[src/rtl/mchan_cmd_assembler_ipa.sv]
// mchan_cmd_assembler_ipa
// Collects three-word DMA commands from the control port and assigns each a
// TID from a small free pool. It then pushes one packed entry into the
// transaction queue. TIDs return to the pool on completion strobes.
// Optional feature macro: MCHAN_IPA_LEN_CHECK_EN (drop zero-length commands).
module mchan_cmd_assembler_ipa #(
    parameter int TCDM_ADD_WIDTH    = 16,
    parameter int EXT_ADD_WIDTH     = 16,
    parameter int MCHAN_LEN_WIDTH   = 16,
    parameter int TID_WIDTH         = 2,
    parameter int TRANS_QUEUE_WIDTH = MCHAN_LEN_WIDTH + TCDM_ADD_WIDTH + EXT_ADD_WIDTH + 1 + TID_WIDTH
) (
    input  logic                         clk_i,
    input  logic                         rst_i,
    input  logic                         cmd_req_i,
    output logic                         cmd_gnt_o,
    input  logic [31:0]                  cmd_dat_i,
    output logic                         trans_req_o,
    input  logic                         trans_gnt_i,
    output logic [TRANS_QUEUE_WIDTH-1:0] trans_dat_o,
    input  logic                         tid_rel_i,
    input  logic [TID_WIDTH-1:0]         tid_rel_id_i,
    output logic [TID_WIDTH:0]           tid_free_cnt_o,
    output logic                         err_o
);

    localparam int NUM_TIDS = 2 ** TID_WIDTH;
    localparam int TCDM_LSB = MCHAN_LEN_WIDTH;
    localparam int EXT_LSB  = TCDM_LSB + TCDM_ADD_WIDTH;
    localparam int TYPE_BIT = EXT_LSB + EXT_ADD_WIDTH;
    localparam int TID_LSB  = TYPE_BIT + 1;

    typedef enum logic [2:0] {
        WORD0,
        WORD1,
        WORD2,
        WAIT_TID,
        PUSH
    } state_e;

    state_e                         state_q, state_d;
    logic [TRANS_QUEUE_WIDTH-1:0]   dat_q, dat_d;
    logic                           drop_q, drop_d;
    logic                           err_q, err_d;
    logic [NUM_TIDS-1:0]            busy_q, busy_d;
    logic [TID_WIDTH-1:0]           free_tid;
    logic                           any_free;
    logic                           reserve;
    logic                           len_drop;
    logic [TID_WIDTH:0]             free_cnt;
    logic                           cmd_unused;

    // Upper command bits beyond the field widths carry no meaning.
    assign cmd_unused = ^cmd_dat_i;

`ifdef MCHAN_IPA_LEN_CHECK_EN
    assign len_drop = (cmd_dat_i[MCHAN_LEN_WIDTH-1:0] == '0);
`else
    // No length check: drop flag never sets, so err_q stays at its reset value.
    assign len_drop = 1'b0;
`endif

    // Lowest-index free TID, taken from the registered busy vector.
    always_comb begin
        free_tid = '0;
        any_free = 1'b0;
        for (int i = NUM_TIDS - 1; i >= 0; i--) begin
            if (!busy_q[i]) begin
                free_tid = TID_WIDTH'(i);
                any_free = 1'b1;
            end
        end
    end

    // Population count of free TIDs.
    always_comb begin
        free_cnt = '0;
        for (int i = 0; i < NUM_TIDS; i++) begin
            if (!busy_q[i]) free_cnt = free_cnt + (TID_WIDTH + 1)'(1);
        end
    end

    // Command FSM: gathers fields directly into the entry register, then
    // reserves a TID and holds the entry until the queue grants it.
    always_comb begin
        state_d     = state_q;
        dat_d       = dat_q;
        drop_d      = drop_q;
        err_d       = 1'b0;
        reserve     = 1'b0;
        cmd_gnt_o   = 1'b0;
        trans_req_o = 1'b0;
        case (state_q)
            WORD0: begin
                cmd_gnt_o = 1'b1;
                if (cmd_req_i) begin
                    dat_d[TCDM_LSB-1:0] = cmd_dat_i[MCHAN_LEN_WIDTH-1:0];
                    dat_d[TYPE_BIT]     = cmd_dat_i[MCHAN_LEN_WIDTH];
                    drop_d              = len_drop;
                    state_d             = WORD1;
                end
            end
            WORD1: begin
                cmd_gnt_o = 1'b1;
                if (cmd_req_i) begin
                    dat_d[EXT_LSB-1:TCDM_LSB] = cmd_dat_i[TCDM_ADD_WIDTH-1:0];
                    state_d                   = WORD2;
                end
            end
            WORD2: begin
                cmd_gnt_o = 1'b1;
                if (cmd_req_i) begin
                    dat_d[TYPE_BIT-1:EXT_LSB] = cmd_dat_i[EXT_ADD_WIDTH-1:0];
                    if (drop_q) begin
                        err_d   = 1'b1;
                        state_d = WORD0;
                    end else if (any_free) begin
                        reserve                         = 1'b1;
                        dat_d[TID_LSB +: TID_WIDTH]     = free_tid;
                        state_d                         = PUSH;
                    end else begin
                        state_d = WAIT_TID;
                    end
                end
            end
            WAIT_TID: begin
                if (any_free) begin
                    reserve                     = 1'b1;
                    dat_d[TID_LSB +: TID_WIDTH] = free_tid;
                    state_d                     = PUSH;
                end
            end
            PUSH: begin
                trans_req_o = 1'b1;
                if (trans_gnt_i) state_d = WORD0;
            end
            default: state_d = WORD0;
        endcase
    end

    // Busy vector update: release and reserve never name the same TID.
    always_comb begin
        busy_d = busy_q;
        if (tid_rel_i) busy_d[tid_rel_id_i] = 1'b0;
        if (reserve)   busy_d[free_tid]     = 1'b1;
    end

    // State registers with synchronous reset; reset frees every TID.
    always_ff @(posedge clk_i) begin
        if (rst_i) begin
            state_q <= WORD0;
            dat_q   <= '0;
            drop_q  <= 1'b0;
            err_q   <= 1'b0;
            busy_q  <= '0;
        end else begin
            state_q <= state_d;
            dat_q   <= dat_d;
            drop_q  <= drop_d;
            err_q   <= err_d;
            busy_q  <= busy_d;
        end
    end

    assign trans_dat_o    = dat_q;
    assign tid_free_cnt_o = free_cnt;
    assign err_o          = err_q;

endmodule
[config.mk]
export PLATFORM = sky130hd
export DESIGN_NAME = mchan_cmd_assembler_ipa
export DESIGN_NICKNAME = d
export VERILOG_FILES = /design/src/rtl/mchan_cmd_assembler_ipa.sv
export SDC_FILE = /design/constraint.sdc
export NUM_CORES = 1
export LEC_CHECK = 0
export ABC_AREA = 1
export ABC_CLOCK_PERIOD_IN_PS = 2290
export CAP_MARGIN = 20
export CORE_MARGIN = 3
export CORE_UTILIZATION = 30
export CTS_CLUSTER_SIZE = 16
export DETAILED_ROUTE_END_ITERATION = 10
export GPL_TIMING_DRIVEN = 0
export SETUP_SLACK_MARGIN = 0.5
export SYNTH_ARGS = -nofsm -noshare
export SYNTH_HDL_FRONTEND = slang
export SYNTH_SLANG_ARGS = --single-unit
[constraint.sdc]
create_clock -name clk_i -period 2.29 [get_ports clk_i]
set_input_delay 0.458 -clock clk_i [delete_from_list [all_inputs] [get_ports clk_i]]
set_output_delay 0.458 -clock clk_i [all_outputs]
set_load 0.02 [all_outputs]
==> results of run 1 <==
-- sequential cells by signal, indices dropped and copies added, names as in the netlist --
register,cells
trans_dat_o,51
state_q,3
busy_q,4
-- through the flow --
step / hold slack (ns) / setup WS (ns) / cells / power, mW / area, um2
after floorplan: 0.480 / 0.517 / 311 / 1.49 / 2420
after global placement: 0.434 / -0.00954 / 489 / 1.76 / 3330
after detailed placement: 0.436 / -0.0339 / 489 / 1.77 / 3330
after CTS: 0.446 / 0.149 / 508 / 2.72 / 3580
after global routing: 0.465 / 0.0812 / 510 / 2.82 / 3620
final: 0.444 / 0.141 / 510 / 2.69 / 3620
-- cells by family (layout without fill, tap and decap cells) --
logic type      count (synthesis)  count (layout)  share of synthesized area, %
buf+inv                        49             149                          9.81
compound gates                 80              80                          17.0
fa+ha+maj                       4               4                          2.10
xor+xnor                        3               3                          1.10
flops                          58              58                          48.7
other cells                     1               1                         0.157
simple gates                  116             116                          21.2
-- layout make-up --
type	count	share of cell area (%)
Buffer	18	3.28
Clock buffer	11	3.90
Clock inverter	5	1.48
Inverter	31	3.35
Multi-Input combinational cell	204	29.0
Sequential cell	58	32.3
Tap cell	99	3.42
Timing Repair Buffer	84	23.3
-- power breakdown --
part	internal, mW	leakage, nW	total, mW	switching, mW
Combinational	0.287	0.970	0.634	0.348
Clock	0.528	0.103	0.926	0.398
Sequential	1.09	0.475	1.13	0.0416
-- worst paths after layout --
path                   start                end  slack, ns  cells after the start
max reg2reg       state_q[1]    trans_dat_o[15]       0.82                      6
min          trans_dat_o[17]    trans_dat_o[17]       0.44                      2
min reg2reg  trans_dat_o[17]    trans_dat_o[17]       0.44                      2
max                busy_q[0]  tid_free_cnt_o[2]       0.14                      7
-- cells in the final DEF, fill, tap and decap left out, types with 4 or more instances in the layout --
| cell type | count |
|---|---|
| o21ai_0 | 34 |
| nand3_1 | 21 |
| clkdlybuf4s50_1 | 65 |
| nand2_1 | 41 |
| dfxtp_1 | 56 |
| buf_2 | 4 |
| clkbuf_8 | 10 |
| buf_4 | 7 |
| inv_1 | 26 |
| clkbuf_1 | 7 |
| a21oi_1 | 41 |
| nor2_1 | 44 |
| dlymetal6s2s_1 | 8 |
| buf_6 | 7 |
-- per-layer routing --
layer	GRT usage [%]	share of wire [%]
met4	6.85	1.4
met3	3.31	4.1
met1	21.4	47
met5	0	0
met2	23.6	47
-- repair_timing --
| action | 4_1_cts | 5_1_grt |
|---|---|---|
| gates resized for setup | 31 | 15 |
| endpoints found under the setup margin | 6 | 18 |
| gates cloned | 0 | 0 |
| pin swaps | 1 | 2 |
| setup buffers | 3 | 2 |
-- cells in the mapped netlist, drive strengths merged --
| master | instances | area, um2 |
|---|---|---|
| ha | 4 | 50.1 |
| a21oi | 41 | 205 |
| xor2 | 2 | 17.5 |
| o21ai | 37 | 185 |
| nand3b | 1 | 7.51 |
| nor2 | 47 | 191 |
| a211oi | 1 | 7.51 |
| inv | 31 | 116 |
| clkbuf | 7 | 30.0 |
| conb | 1 | 3.75 |
| nor3 | 3 | 26.3 |
| buf | 11 | 87.6 |
| xnor2 | 1 | 8.76 |
| o31ai | 1 | 7.51 |
| dfxtp | 58 | 1160 |
| nand3 | 21 | 105 |
| nand2 | 44 | 175 |
-- worst max-delay path, delay by kind of cell, from the launching register on --
family        cells  cell delay [ns]
simple gates      1             0.05
xor+xnor          2             0.35
buf+inv           2             0.17
fa+ha+maj         2             0.42
flops             1             0.37
==> flow_summary.json, run 1 <==
{
  "outcome": "completed",
  "setup_viol": 0,
  "netlist_area_um2": 2390,
  "fillers": 741,
  "drt-initial-drc-count": 117,
  "io_pins": 96,
  "drv_slew": 0,
  "clkSlewWorstSetupHoldPaths_ns": 0.06,
  "worstMarginPinSlew_ns": 0.529,
  "layout-drive-gt1-share_pct": 13.4,
  "core_um2": 7490,
  "power_density_nw_per_um2": 742,
  "synth-seq-cells": 58,
  "path_max_fanout": 3,
  "synth_fp_nets": 354,
  "nNetsFinal": 449,
  "cts_tree": "done",
  "cts_root_buf": "clkbuf_8",
  "timing.final.crit_share_pct": 93.8,
  "worst_ep_arrival_time_ns": 1.69,
  "regArea_um2": 1170,
  "drv_cap": 0,
  "vias": 2292,
  "synth_cells": 311,
  "h-tree-depth": 3,
  "wl_per_cell_um": 13.6,
  "die_area_um2": 9060,
  "grt_use_total_pct": 15.6,
  "area_delta_synth_final_pct": 51.9,
  "die_x_um": 95.2,
  "fin_crit_ns": 2.15,
  "grt_pass1_vias": 2130,
  "cp_slowest_cell": "dfxtp_4",
  "finClkSkew_ns": 0.00648,
  "detailed_place_hpwl_mm": 5.23,
  "grt_first_pass_wirelength_mm": 10.8,
  "critical-path-max-stage-delay_ns": 0.37,
  "finalWirelength_mm": 6.92,
  "setup_tns_ns": 0,
  "slew-limit-headroom_pct": 64.8,
  "critPathKind": "flop to output pin",
  "antenna_found_initial": 0,
  "numCtsBuffers": 9,
  "multiInputGateArea_um2": 1050,
  "antenna_cells": 0,
  "critical_path_required_ns": 1.83,
  "gp_congestion": 0.799,
  "grt_overflow_total": 0,
  "rsz0062_at_grt": "yes",
  "seq_area_frac_synth_pct": 48.7,
  "cts_sinks": 58,
  "rows": 31,
  "cp-end-kind": "output pin",
  "die_h_um": 95.2,
  "start_util_pct": 31.9,
  "startpoint_type": "flop",
  "cts_hold_buffers": 0,
  "clockBufferDepth": 2,
  "synth_warnings": 0,
  "io_buffers": 79,
  "syn_avg_cell_area_um2": 7.67,
  "max_freq_mhz": 465,
  "clock_latency_ns": 0.33,
  "dr.pass1.iters": 4,
  "crit_chain": "inv_4, ha_4, xnor2_4, ha_4, nand2_4, xor2_2, buf_6",
  "via_per_inst": 4.49,
  "report.final.hold_viol_count": 0,
  "crit_top_cell": "ha_4",
  "ant_nets": 0,
  "p_leak_nw": 1.55,
  "final_util_pct": 48.4,
  "peakVddDrop_uv": 352,
  "yosysUniqueCellTypes": 27,
  "hold_class": "flop to flop",
  "drcViolationCount": 0,
  "grt_max_degree": 11
}
Power figures use the tool's default switching activity.
==> run 2: changes to the inputs <==
--- a/config.mk
+++ b/config.mk
@@ -12,7 +12,7 @@
 export CORE_UTILIZATION = 30
 export CTS_CLUSTER_SIZE = 16
 export DETAILED_ROUTE_END_ITERATION = 10
-export GPL_TIMING_DRIVEN = 0
+export GPL_TIMING_DRIVEN = 1
 export SETUP_SLACK_MARGIN = 0.5
 export SYNTH_ARGS = -nofsm -noshare
 export SYNTH_HDL_FRONTEND = slang
==> flow_summary.json, run 2 (synthesis gave the netlist of run 1 again) <==
{
  "clkSlewWorstSetupHoldPaths_ns": 0.06,
  "p_leak_nw": 1.89,
  "crit_chain": "inv_4, ha_4, xnor2_4, ha_4, nand2_2, xor2_2, buf_6",
  "critPathKind": "flop to output pin",
  "grt_overflow_total": 0,
  "antenna_cells": 0,
  "cts_root_buf": "clkbuf_8",
  "nNetsFinal": 439,
  "setup_tns_ns": 0,
  "p_total_mw": 2.74,
  "rows": 31,
  "clock_latency_ns": 0.34,
  "drv_cap": 0,
  "grt_max_degree": 33,
  "final_util_pct": 48.5,
  "area_delta_synth_final_pct": 52.2,
  "layout_commonest_cell": "dfxtp_1",
  "cts_sinks": 58,
  "grt_first_pass_wirelength_mm": 10.3,
  "dr.pass1.iters": 4,
  "finClkSkew_ns": 0.00838,
  "h-tree-depth": 3,
  "report.final.hold_viol_count": 0,
  "outcome": "completed",
  "layout-drive-gt1-share_pct": 13.3,
  "timing.final.crit_share_pct": 93.1,
  "cp_slowest_cell": "dfxtp_4",
  "die_x_um": 95.2,
  "max_freq_mhz": 469,
  "dp_slack_ns": -0.0253,
  "io_buffers": 79,
  "core_um2": 7490,
  "fin_crit_ns": 2.13,
  "grt_use_total_pct": 15.1,
  "fin_cells": 499,
  "via_per_inst": 4.47,
  "final_cell_mix": "dfxtp_1 (53), nor2_1 (45), clkdlybuf4s50_1 (43)",
  "critical_path_required_ns": 1.83,
  "design_area_um2": 3630,
  "worst_ep_arrival_time_ns": 1.67,
  "path_max_fanout": 3,
  "p_sw_uw": 792,
  "hold-worst-slack_ns": 0.440,
  "cp-end-kind": "output pin",
  "detailed_place_hpwl_mm": 4.89,
  "ant_nets": 0,
  "place_inst": 479,
  "drcViolationCount": 0,
  "die_h_um": 95.2,
  "power_frac_comb_pct": 21.4,
  "met3_usage_pct": 5.29,
  "finalWirelength_mm": 6.77,
  "antenna_found_initial": 0,
  "io_pins": 96,
  "rsz0062_at_grt": "yes",
  "wl_per_cell_um": 13.6,
  "cp_top_family": "adder cells",
  "drv_slew": 0,
  "use_met2_pct": 22.2,
  "setup_slack_ns": 0.159,
  "setup_viol": 0,
  "switching_share_pct": 28.9,
  "drt-initial-drc-count": 119,
  "p_clk_share_pct": 37.0,
  "power_density_nw_per_um2": 755,
  "startpoint_type": "flop",
  "clockBufferDepth": 2,
  "hold_class": "flop to flop",
  "crit_buf_inv": 2,
  "grt_pass1_vias": 2023,
  "p_int_mw": 1.95,
  "critical-path-max-stage-delay_ns": 0.37,
  "gp_congestion": 0.808,
  "cts_hold_buffers": 0,
  "peakVddDrop_uv": 263,
  "gr-usage-met1_pct": 19.7,
  "cts_tree": "done",
  "numCtsBuffers": 9,
  "pwr-share-seq_pct": 41.7,
  "largest_reg_flops": 51,
  "placed_area_um2": 3290,
  "crit_top_cell": "ha_4",
  "start_util_pct": 31.9,
  "die_area_um2": 9060,
  "vias": 2233,
  "grt.busiest_layer": "met2"
}
==> run 2: area by class of cell <==
cell class / count / area (um2)
tap: 99 / 124
clock buffer: 9 / 124
inverter: 31 / 119
clock inverter: 6 / 82.6
sequential: 58 / 1170
multi-input combinational: 204 / 1050
fill: 739 / 3850
timing repair buffer: 92 / 966
==> run 2: repair_timing <==
item	4_1_cts	5_1_grt
setup buffers	4	1
gates cloned	0	0
pin swaps	1	1
resized for setup	28	37
endpoints found under the setup margin	7	34
==> run 2: power groups by stage <==
stage,Clock [mW],Combinational (mW),Sequential [mW]
after detailed placement,0,0.581,1.17
after global placement,0,0.577,1.16
after CTS,1.03,0.590,1.15
after global routing,1.08,0.639,1.15
after floorplan,0,0.263,1.23
final,1.01,0.586,1.14
==> run 2: layer usage <==
metal	up-vias	share of wire, %
met5	-	0
met2	51	46
li1	1171	-
met4	0	1.4
met1	1002	46
met3	9	6.2
==> run 2: worst register-to-register path, cell delays in order, from the launching register on <==
cell and delay [ns]:
dfxtp_2 0.42, inv_1 0.08, nor2_1 0.08, o21ai_0 0.13, nor2_1 0.30, nand3_1 0.17
a21oi_1 0.18
==> run 2: path summary, 6_finish.rpt <==
| check | startpoint | endpoint | slack [ns] | cells after the start |
|---|---|---|---|---|
| max | busy_q[0] | tid_free_cnt_o[2] | 0.16 | 7 |
| max reg2reg | state_q[1] | busy_q[2] | 0.88 | 6 |
| min | trans_dat_o[17] | trans_dat_o[17] | 0.44 | 2 |
| min reg2reg | trans_dat_o[17] | trans_dat_o[17] | 0.44 | 2 |
